$ cat config.mk
export PLATFORM = sky130hd
export DESIGN_NAME = controlador_compuerta
export DESIGN_NICKNAME = d
export VERILOG_FILES = /design/src/rtl/controlador_compuerta.sv
export SDC_FILE = /design/constraint.sdc
export NUM_CORES = 1
export LEC_CHECK = 0
export ABC_AREA = 1
export ABC_CLOCK_PERIOD_IN_PS = 1100
export CORE_UTILIZATION = 38
export DETAILED_ROUTE_END_ITERATION = 16
export GPL_ROUTABILITY_DRIVEN = 1
export PLACE_DENSITY = 0.72
export SLEW_MARGIN = 20
export SYNTH_ARGS = -nofsm -noshare
export SYNTH_HDL_FRONTEND = slang
export SYNTH_SLANG_ARGS = --single-unit
$ cat constraint.sdc
create_clock -name Clk -period 1.1 [get_ports Clk]
set_input_delay 0.33 -clock Clk [delete_from_list [all_inputs] [get_ports Clk]]
set_output_delay 0.33 -clock Clk [all_outputs]
set_load 0.01 [all_outputs]
$ cat src/rtl/controlador_compuerta.sv
// Parking-gate access controller: Moore FSM with wrong-PIN alarm and tailgating lock.
// The current FSM state is mirrored on estado_dbg so checkers can bind to it.
module controlador_compuerta #(
    parameter logic [7:0] PIN_CORRECTO = 8'h10,
    parameter int         MAX_INTENTOS = 3
) (
    input  logic       Clk,
    input  logic       Reset,
    input  logic       Vehiculo,
    input  logic       Termino,
    input  logic       enterPin,
    input  logic [7:0] Pin,
    output logic       Cerrado,
    output logic       Abierto,
    output logic       Alarma,
    output logic       Bloqueo,
    output logic [1:0] estado_dbg
);

    typedef enum logic [1:0] {
        CERRADO    = 2'd0,
        ESPERA_PIN = 2'd1,
        ABIERTO    = 2'd2,
        BLOQUEO    = 2'd3
    } estado_t;

    localparam logic [2:0] LIMITE = 3'(MAX_INTENTOS);

    estado_t    state_q, state_d;
    logic [2:0] intentos_q, intentos_d;
    logic       alarma_pin_q, alarma_pin_d;
    logic       enter_q, enter_d;

    logic       enter_ev;
    logic       pin_ok;
    logic [2:0] intentos_inc;

    assign enter_ev     = enterPin & ~enter_q;
    assign pin_ok       = (Pin == PIN_CORRECTO);
    assign intentos_inc = (intentos_q == 3'd7) ? 3'd7 : intentos_q + 3'd1;

    always_ff @(posedge Clk) begin
        if (!Reset) begin
            state_q      <= CERRADO;
            intentos_q   <= 3'd0;
            alarma_pin_q <= 1'b0;
            enter_q      <= 1'b0;
        end else begin
            state_q      <= state_d;
            intentos_q   <= intentos_d;
            alarma_pin_q <= alarma_pin_d;
            enter_q      <= enter_d;
        end
    end

    always_comb begin
        state_d      = state_q;
        intentos_d   = intentos_q;
        alarma_pin_d = alarma_pin_q;
        enter_d      = enterPin;

        unique case (state_q)
            CERRADO: begin
                if (Vehiculo) state_d = ESPERA_PIN;
            end
            ESPERA_PIN: begin
                // A PIN event wins over the vehicle leaving in the same cycle.
                if (enter_ev) begin
                    if (pin_ok) begin
                        state_d      = ABIERTO;
                        intentos_d   = 3'd0;
                        alarma_pin_d = 1'b0;
                    end else begin
                        intentos_d = intentos_inc;
                        if (intentos_inc >= LIMITE) alarma_pin_d = 1'b1;
                    end
                end else if (!Vehiculo) begin
                    state_d = CERRADO;
                end
            end
            ABIERTO: begin
                if (Termino) state_d = Vehiculo ? BLOQUEO : CERRADO;
            end
            BLOQUEO: begin
                if (enter_ev && pin_ok) begin
                    state_d      = ABIERTO;
                    intentos_d   = 3'd0;
                    alarma_pin_d = 1'b0;
                end
            end
            default: state_d = CERRADO;
        endcase
    end

    assign Abierto    = (state_q == ABIERTO);
    assign Cerrado    = ~Abierto;
    assign Bloqueo    = (state_q == BLOQUEO);
    assign Alarma     = alarma_pin_q | Bloqueo;
    assign estado_dbg = state_q;

endmodule

## After elaboration in Yosys (flattened, before gate mapping)

Index checks and enable logic that the tools add are counted.

| storage, ports and cells | value |
|---|---|
| bits in registers | 7 |
| input port bits | 13 |
| output and inout bits | 6 |
| word-level logic and storage cells | 46 |

| cells by class | value |
|---|---|
| add/sub/neg operators | 1 |
| $lt $le $gt $ge | 1 |
| eq/ne operators | 12 |
| multiplexer cells | 18 |
| bitwise operators | 4 |
| reduce and logical (&&, ||, !) cells | 6 |

Operators by type and width:

| cell | count |
|---|---|
| 2-to-1 mux 2 bit | 7 |
| 2-to-1 mux 3 bit | 4 |
| != test 3 bit, second input constant | 3 |
| == test 8 x 5 -> 1 bit, second input constant | 1 |
| case mux 2 bit (4 select lines) | 1 |
| != test 2 bit, second input constant | 3 |
| case mux 3 bit (2 select lines) | 1 |
| AND reduction 5 bit | 1 |
| == test 2 bit, second input constant | 2 |
| 2-to-1 mux 1 bit | 4 |
| AND reduction 4 bit | 1 |
| adder 3 x 1 -> 3 bit, second input constant | 1 |
| == test 3 bit, second input constant | 1 |
| >= comparator 3 x 2 -> 1 bit, second input constant | 1 |
| AND reduction 3 bit | 1 |
| == test 2 x 1 -> 1 bit, second input constant | 1 |
| zero test 2 bit | 1 |
| != test 2 x 1 -> 1 bit, second input constant | 1 |
| inverter 1 bit | 2 |
| case mux 1 bit (2 select lines) | 1 |
| nonzero test 2 bit | 1 |
| AND 1 bit | 1 |
| logical AND 1 bit | 1 |
| OR 1 bit | 1 |

## Depth between registers and ports, before layout

Gate-level depths: netlist (run 1).

| logic depth | value |
|---|---|
| depth in word-level cells | 7 |
| gate-level depth with buffers | 10 |
| mapped depth without buffers | 10 |

## Worst setup path before layout (run 1)

Ideal clock, no wire load.

| timing | value |
|---|---|
| kind | register to register |
| start | register state_q[1] (netlist: estado_dbg[1]) |
| end | register state_q[1] (netlist: estado_dbg[1]) |
| library setup time | 0.115 ns |
| arrival | 1.083 ns |
| data required time | 0.985 ns |
| path slack | -0.097 ns |
| cell stages (with the launch flop) | 10 |
| buffers on the path | 0 |
| period minus slack after synthesis | 1.197 ns |
| cells stage by stage | dfxtp_1 -> inv_2 -> nor2_2 -> nand2_1 -> nand2_1 -> nor2_1 -> nand2_2 -> nor2_2 -> nor2_1 -> nor2_1 |

| on the way | value |
|---|---|
| word-level cells in the longest chain between the ends | 3 |
| elaborated cells between the ends (all ways) | 11 |
| those cells by class | 8 x eq/ne; 1 x mux; 2 x reduce/logical |

RTL lines:

| what | RTL line | text |
|---|---|---|
| start, declared | 29 | `estado_t state_q, state_d;` |
| start signal, assigned | 49 | `state_q <= state_d;` |
| == test 2 bit (*) | - |  |
| via Abierto | 14 | `output logic Abierto,` |
| != test 2 bit (no line) | - |  |
| AND reduction 5 bit (no line) | - |  |

The timed path passes the listed nets; every way through them passes the cells marked *.
A chain may end at the register's enable or synchronous reset.

## Worst setup path in the final report (run 1)

| timing | value |
|---|---|
| start | register state_q[1] (netlist: estado_dbg[1]) |
| end | output port Alarma |

| on the way | value |
|---|---|
| word-level cells in the longest chain between the ends | 2 |

RTL lines:

| what | RTL line | text |
|---|---|---|
| == test 2 bit | 97 | `assign Bloqueo = (state_q == BLOQUEO);` |
| OR 1 bit | 98 | `assign Alarma = alarma_pin_q \| Bloqueo;` |
| end, declared | 15 | `output logic Alarma,` |

No other way between the ends.

==> impl_results.md, run 1 <==
* Antenna diode count at 0
* Syn_nets at 111
* Drc violations at 0
* Vias per cell at 4.473
* Register area at 150.1 um2
* RSZ-0062 raised after global routing: yes
* Via count at 662
* Flop-to-flop setup slack at -0.11 ns
* Pin count of the biggest net entering global routing at 8
* Layout Skew at 0.008543 ns
* Slowest cell on crit path: dfxtp_4
* DRT antenna net count at 0
* Leak at 0.5166 nW
* Final worst slack at -0.2972 ns
* Synthesized area at 541.8 um2
* Crit path largest cell delay at 0.36 ns
* Kind of start point of the critical path: register
* Max-Cap Viols at 0
* Core area at 0.001318 mm2
* DR WL/cell at 10.09 um
* Routability cong. at 0.7435
* Cell breakdown of the critical path: nand2_2, inv_2, or2_4, buf_6
* WP data required at 0.77 ns
* Status: complete, but fails checks
* Post-Layout Cell Count at 148
* Worst-margin pin slew at 0.2599 ns
* CP startpoint: estado_dbg[1]
* First-pass GRT wire length at 2.325 mm
* CP Capture Type: output port
* Clock Sink Count at 7
* Final Critical Period at 1.397 ns
* Multi-input logic area at 390.4 um2
* Finished Cell Area at 957.2 um2
* Setup TNS Final at -1.619 ns
* Worst slack at placement at -0.5270 ns
* Starting Density at 0.4112
* HP Start: enterPin
* R2r startpoint: estado_dbg[1]
* Layout Nets at 148
* 1st-pass router iterations at 2
* Final Hold Fails at 0
* Min Hold Slack at 0.4229 ns
* Final setup vio count at 12
* Fmax achieved at 715.7 MHz
* Max FO, Critical Path at 4
* Die ar. at 0.001581 mm2
* Placed cell areas at 834.6 um2
* Power, Total at 2.050 mW
* Fillers at 123
* Synth top area cells: dfxtp_1 (26%), nand2_1 (16%), nor2_1 (14%)
* CTS max path bufs at 2
* CTS H-tree depth at 1
* Unique cell type count in the Yosys netlist at 15
* Vias in the first global route at 594
* Layout cells sized above 1 at 0.4662
* Count of buffers from port buffering at 18
* Power per cell area at 2141 mW/mm2
* Post-Route Utilization at 0.7265
* Clock root cell: clkbuf_4
* Worst Hold Class: in2reg
* Die Y at 39.76 um
* Insertion delay to the later sink of the worst-skew pair at 0.26 ns
* Die width at 39.76 um
* Total wire length at 1.493 mm
* Worst relative slew slack at 0.8262
* Clock transition at the registers of the reported paths at 0.06 ns
* Syn Area/Cell at 5.585 um2
* Data arrival, critical path at 1.07 ns
* Initial antenna violation count at 0
* Crit path kind: reg2out
* Cell row count at 13
* Tcrit/Tclk final at 1.270
* Largest area contributor in the netlist: dfxtp_1
* Post-synthesis register bit count at 7
* Initial DRC count at 3
* GRT Util Overall at 0.2272
* Post-Place Cells at 140
* Synth-to-layout area growth at 76.67%
* I/O Pins at 19
* Total grt overflow at 0
* Peak supply drop at 1456 uV
* Synth Warn # at 0
* Failing checks: setup timing
* CTS tree: built
* CTS Buf Count at 3
* Cells after Synth at 97
* Sequential area share after synthesis at 0.2587
* Final slew viol count at 0
* Yosys top cell area share at 0.2587
* DP HPWL at 1.052 mm
path summary, 6_finish.rpt:
path,end,cells past startpoint
worst min-delay path,enter_q,3
worst max register to register,intentos_q[0],9
worst min register to register,intentos_q[1],4
worst max-delay path,Alarma,4
placed cells by master, fill, tap and decap left out:
master,synthesis,routed
ha_4,0,1
o21ai_2,0,1
nand2_1,23,19
nand3_1,5,4
buf_4,0,13
nor2_4,1,4
o21ai_1,1,1
clkbuf_4,0,3
nand2_2,6,8
or2_4,0,1
dfxtp_1,7,3
nor2_1,20,15
dlygate4sd2_1,0,6
clkdlybuf4s15_1,0,4
inv_1,18,12
nand3_2,1,2
dfxtp_2,0,2
nor2_2,4,6
dfxtp_4,0,2
clkbuf_1,0,1
a21oi_1,3,3
o21ai_0,2,1
buf_6,0,7
inv_2,4,10
nand2_4,0,2
clkdlybuf4s50_1,0,2
final cells by class:
class | count | share of cell area
multi-input combinational | 68 | 0.4078
timing repair buffer | 32 | 0.3020
sequential | 7 | 0.1569
inverter | 22 | 0.08627
clock buffer | 4 | 0.02745
tap | 15 | 0.01961
repair_timing:
item,4_1_cts,5_1_grt
endpoints found under the setup margin,12,12
hold buffers,0,0
pin swaps,21,7
setup buffers,4,0
gates resized for setup,60,11
logic make-up after synthesis:
kind of cell	count (synthesis)	synth area share
fa+ha+maj	1	0.02309
flops	7	0.2587
compound gates	6	0.05541
simple gates	61	0.5104
buf+inv	22	0.1524
power breakdown:
part / internal (mW) / switching (mW) / leakage (nW)
Sequential: 0.370 / 0.108 / 0.0598
Clock: 0.139 / 0.104 / 0.0150
Combinational: 0.686 / 0.642 / 0.442
cell usage after synthesis:
library cell,count
nand2_2,6
nor2_4,1
nand2_1,23
or2_2,1
nand3_2,1
o21ai_1,1
inv_2,4
a21oi_1,3
inv_1,18
nor2_1,20
ha_1,1
nor2_2,4
nand3_1,5
o21ai_0,2
dfxtp_1,7
registers in the layout, indices dropped and copies added (netlist names):
| register | cells |
|---|---|
| alarma_pin_q | 1 |
| intentos_q | 3 |
| estado_dbg | 2 |
| enter_q | 1 |
worst max-delay path, delay by kind of cell, from the launching register on:
family	cells	cell delay [ns]
flops	1	0.36
simple gates	2	0.29
buf+inv	2	0.16
metal layers:
metal | GRT usage | share of wire
met5 | 0 | 0
met2 | 0.3852 | 0.53
met3 | 0.06818 | 0.033
met4 | 0.1034 | 0.015
met1 | 0.2550 | 0.42
No activity file was read; power rests on OpenSTA's default activity.
==> inputs of run 2 (changes only) <==
--- a/config.mk
+++ b/config.mk
@@ -8,6 +8,7 @@
 export ABC_AREA = 1
 export ABC_CLOCK_PERIOD_IN_PS = 1100
 export CORE_UTILIZATION = 38
+export CTS_CLUSTER_DIAMETER = 50
 export DETAILED_ROUTE_END_ITERATION = 16
 export GPL_ROUTABILITY_DRIVEN = 1
 export PLACE_DENSITY = 0.72
@@ -15,3 +16,4 @@
 export SYNTH_ARGS = -nofsm -noshare
 export SYNTH_HDL_FRONTEND = slang
 export SYNTH_SLANG_ARGS = --single-unit
+export TNS_END_PERCENT = 5
==> run 2 against run 1 <==
Against the previous run:
- the flow still finishes with violations (setup timing)
- count of clock-buffer cells in the layout did not move
- critical endpoint unchanged
- clock power fell by 2%
- cell count fell by 2.7%
- non-clock buffer count fell by 4
- flip-flop and latch count did not move
==> impl_results.md, run 2 (synthesized netlist as in run 1, its figures left out) <==
* Status: complete, but fails checks
* Failing checks: setup timing
* Leak at 0.5251 nW
* Total grt overflow at 0
* Min Hold Slack at 0.5458 ns
* Die Y at 39.76 um
* Final Critical Period at 1.351 ns
* Initial antenna violation count at 0
* CP Capture Point: Alarma
* Vias in the first global route at 566
* P_sw at 781.5 uW
* CTS Buf Count at 3
* Max FO, Critical Path at 4
* Clock share of power at 0.128
* Post-Layout Cell Count at 144
* Commonest non-fill, non-tap cell in the layout: nand2_1
* Power per cell area at 2057 mW/mm2
* Worst-margin pin slew at 0.2339 ns
* Initial DRC count at 8
* Kind of start point of the critical path: register
* Layout Skew at 0.007058 ns
* Tcrit/Tclk final at 1.228
* Internal at 1.069 mW
* Die width at 39.76 um
* Cell row count at 13
* Vias per cell at 4.396
* Layout cells sized above 1 at 0.3721
* Worst relative slew slack at 0.8436
* Most frequent cells in the layout: nand2_1 (21), inv_1 (16), nor2_1 (14)
* Power, Total at 1.850 mW
* Data arrival, critical path at 1.02 ns
* Final Hold Fails at 0
* Drc violations at 0
* Die ar. at 0.001581 mm2
* Worst Hold Class: reg2reg
* Biggest register: intentos_q
* CP startpoint: estado_dbg[1]
* Starting Density at 0.4112
* Fillers at 130
* DRT antenna net count at 0
* RSZ-0062 raised after global routing: yes
* Peak supply drop at 1245 uV
* Crit path kind: reg2out
* Post-Place Cells at 139
* DR WL/cell at 9.146 um
* Cell breakdown of the critical path: nand2_2, inv_2, or2_4, buf_6
* Cell count along the critical path at 4
* CTS max path bufs at 2
* Clock transition at the registers of the reported paths at 0.05 ns
* First-pass GRT wire length at 2.083 mm
* Combinational share of power at 0.640
* FF-to-FF End: estado_dbg[1]
* Fmax achieved at 740.4 MHz
* CTS tree: built
* CTS H-tree depth at 1
* Reg2reg path depth at 11
* DP HPWL at 942.1 um
* Core area at 0.001318 mm2
* Buf+Inv Stages, Crit Path at 2
* Insertion delay to the later sink of the worst-skew pair at 0.26 ns
* Final slew viol count at 0
* Post-Route Utilization at 0.6828
* WP data required at 0.77 ns
* Multi-input logic area at 370.4 um2
* Antenna diode count at 0
* Hold_buf cts at 0
* CP Capture Type: output port
* GRT Util Overall at 0.2023
* Pin count of the biggest net entering global routing at 8
* Seq pwr share at 0.232
* Final worst slack at -0.2506 ns
* Worst slack at placement at -0.5316 ns
* Count of buffers from port buffering at 18
* Crit path largest cell delay at 0.35 ns
* Via count at 633
* Total wire length at 1.317 mm
* Final setup vio count at 12
* Layout Nets at 144
* R2r startpoint: estado_dbg[0]
* Delay-heaviest family, CP: flip-flops
* Flop-to-flop setup slack at -0.15 ns
* Clock root cell: clkbuf_4
* Largest register FFs at 3
* I/O Pins at 19
* Clock Sink Count at 7
* Sw Ratio at 0.4223
* Max-Cap Viols at 0
* 1st-pass router iterations at 4
* Synth-to-layout area growth at 66.05%
* Slowest cell on crit path: dfxtp_4
* Routability cong. at 0.7230
* Register area at 145.1 um2
## run 2: changes by cell type in the layout (fill, tap and decap cells not counted), moves of 3 or more
cell	previous run	this run
buf_4	13	8
inv_2	10	5
clkdlybuf4s15_1	4	0
dlymetal6s2s_1	0	4
inv_1	12	16
buf_2	0	3
buf_6	7	4
## run 2: worst min path at each step
| stage | startpoint | to | slack [ns] | depth (start not counted) |
|---|---|---|---|---|
| 4_1_cts | intentos_q[2] | intentos_q[2] | 0.53 | 2 |
| 6_report | intentos_q[1] | intentos_q[1] | 0.55 | 4 |
| 3_3_place_gp | intentos_q[1] | intentos_q[1] | 0.51 | 4 |
| 2_1_floorplan | enterPin | enter_q | 0.42 | 2 |
| 5_1_grt | intentos_q[2] | intentos_q[2] | 0.59 | 2 |
| 3_5_place_dp | intentos_q[2] | intentos_q[2] | 0.53 | 2 |
## run 2: per-layer routing
metal | vias up | wire [um] | GRT usage
li1 | 352 | - | -
met1 | 266 | 557 | 0.2174
met2 | 12 | 692 | 0.3443
met3 | 3 | 57 | 0.1023
met4 | 0 | 10 | 0.05172
met5 | - | 0 | 0
## run 2: layout make-up
class,count,area share
clock buffers,4,0.02921
multi-input cells,68,0.4117
inverters,22,0.09458
flip-flops and latches,7,0.1613
well taps,15,0.02086
repair buffers,28,0.2823
## run 2: per-stage QoR
| step | cell area (um2) | TNS (ns) |
|---|---|---|
| after CTS | 848.3 | -2.215 |
| final | 899.6 | -1.815 |
| after detailed placement | 810.8 | -4.747 |
| after global routing | 899.6 | -2.631 |
| after global placement | 810.8 | -4.596 |
| after floorplan | 544.3 | -0.1018 |
## run 2: power groups by stage
stage               Clock [mW]  Combinational, mW  Sequential [mW]
floorplan                    0              0.583            0.448
global placement             0               1.07            0.417
detailed placement           0               1.08            0.419
CTS                      0.238               1.09            0.416
global route             0.258               1.33            0.444
finish                   0.237               1.18            0.429
## run 2: tightest hold or removal path: cells and delay by family (launching register included)
family,cells,cell delay (ns)
buf+inv,1,0.06
flops,1,0.31
simple gates,3,0.14
## run 2: what timing repair did
item	in CTS	in global routing
resized for setup	34	18
setup endpoints to repair	12	12
buffers inserted	1	0
hold endpoints to repair	0	0
pin swaps	14	8
==> inputs of run 3 (changes only) <==
--- a/config.mk
+++ b/config.mk
@@ -16,4 +16,4 @@
 export SYNTH_ARGS = -nofsm -noshare
 export SYNTH_HDL_FRONTEND = slang
 export SYNTH_SLANG_ARGS = --single-unit
-export TNS_END_PERCENT = 5
+export TNS_END_PERCENT = 50
==> run 3 against run 2 <==
Against the previous run:
- the run still ends with setup timing left
- combinational power increased by 20%
- fmax fell by 2.7%
- total power is 16% higher
- utilization is 7.8 points higher
- count of clock-buffer cells in the layout did not move
- wire length rose by 26%
- via count is 3.9% higher
- worst hold slack got worse by 0.23 ns
- critical endpoint unchanged
- largest cell class unchanged
==> impl_results.md, run 3 (synthesized netlist as in run 1, its figures left out) <==
* Core area at 0.001318 mm2
* 1st-pass router iterations at 2
* Post-Route Utilization at 0.7607
* CTS max path bufs at 2
* Peak supply drop at 1437 uV
* Worst slack at placement at -0.5517 ns
* Final setup vio count at 12
* CP Capture Type: output port
* First-pass GRT wire length at 2.152 mm
* DR WL/cell at 11.49 um
* Largest register FFs at 3
* Data arrival, critical path at 1.06 ns
* Slowest cell on crit path: dfxtp_4
* Cell breakdown of the critical path: nand2_2, inv_2, or2_4, buf_6
* Post-Place Cells at 137
* Max-Cap Viols at 0
* Initial antenna violation count at 0
* Pin count of the biggest net entering global routing at 8
* Vias per cell at 4.538
* DRT antenna net count at 0
* DP HPWL at 1.025 mm
* Die width at 39.76 um
* Fillers at 123
* Worst Hold Class: in2reg
* Cell row count at 13
* CTS H-tree depth at 1
* Drc violations at 0
* Insertion delay to the later sink of the worst-skew pair at 0.26 ns
* Via count at 658
* Synth-to-layout area growth at 84.99%
* Vias in the first global route at 573
* Fmax achieved at 720.7 MHz
* Finished Cell Area at 0.001002 mm2
* Commonest non-fill, non-tap cell in the layout: nand2_1
* Layout cells sized above 1 at 0.5154
* Final worst slack at -0.2876 ns
* Antenna diode count at 0
* Starting Density at 0.4112
* Power per cell area at 2138 mW/mm2
* Die ar. at 0.001581 mm2
* CTS Buf Count at 3
* RSZ-0062 raised after global routing: yes
* Total grt overflow at 0
* Crit path largest cell delay at 0.36 ns
* Routability cong. at 0.7059
* WP data required at 0.77 ns
* Final slew viol count at 0
* Tcrit/Tclk final at 1.261
* Min Hold Slack at 0.3159 ns
* Worst-margin pin slew at 0.2728 ns
* Max FO, Critical Path at 4
* Final Hold Fails at 0
* Clock Sink Count at 7
* I/O Pins at 19
* Post-Layout Cell Count at 145
* GRT Util Overall at 0.2082
* Die Y at 39.76 um
* Biggest register: intentos_q
* Most frequent cells in the layout: nand2_1 (16), inv_1 (13), nor2_1 (10)
* CTS tree: built
* Initial DRC count at 2
* Hold_buf cts at 0
* Setup TNS Final at -2.026 ns
* Crit path kind: reg2out
* Clock root cell: clkbuf_4
* Status: complete, but fails checks
* Power, Total at 2.143 mW
* Final Critical Period at 1.388 ns
* Placed cell areas at 798.3 um2
* Clock transition at the registers of the reported paths at 0.05 ns
* Failing checks: setup timing
* Leak at 0.5807 nW
* Kind of start point of the critical path: register
* Worst relative slew slack at 0.8176
* Layout Skew at 0.002122 ns
* Layout Nets at 145
* Total wire length at 1.666 mm
* Count of buffers from port buffering at 18
[run 3: layout make-up]
cell class / count / area (um2) / share of cell area
flip-flops and latches: 7 / 150.1 / 0.1498
well taps: 15 / 18.77 / 0.01873
inverters: 22 / 87.58 / 0.08739
clock buffers: 4 / 26.28 / 0.02622
multi-input cells: 68 / 430.4 / 0.4295
repair buffers: 29 / 289.0 / 0.2884
[run 3: worst paths after layout]
check / startpoint / endpoint / slack (ns) / depth (start not counted)
setup / recovery: estado_dbg[1] / Alarma / -0.29 / 4
hold / removal: enterPin / enter_q / 0.32 / 3
setup reg to reg: estado_dbg[0] / estado_dbg[1] / -0.21 / 10
hold reg to reg: intentos_q[2] / intentos_q[2] / 0.55 / 2
[run 3: timing repair]
action / 4_1_cts / 5_1_grt
setup buffers: 1 / 3
pin swaps: 1 / 26
cloned: 0 / 0
setup endpoints to repair: 12 / 12
gates resized for setup: 38 / 45
[run 3: worst max-delay path, delay by kind of cell, from the launching register on]
family	cells	cell delay, ns
buffers and inverters	2	0.16
DFF	1	0.36
and+or+nand+nor	2	0.29
[run 3: layer usage]
layer  vias up  part of all wire  track usage  wire (um)
met5         -                 0            0          0
met4         0            0.0096      0.05172         16
met3         5             0.040      0.08523         66
met2        14              0.53       0.3893        884
met1       291              0.42       0.2074        699
li1        348                 -            -          -
[run 3: report_power, final]
group	switching [mW]	total [mW]	internal, mW
Clock	0.104	0.243	0.139
Combinational	0.723	1.42	0.696
Sequential	0.111	0.481	0.370
Total	0.938	2.14	1.20
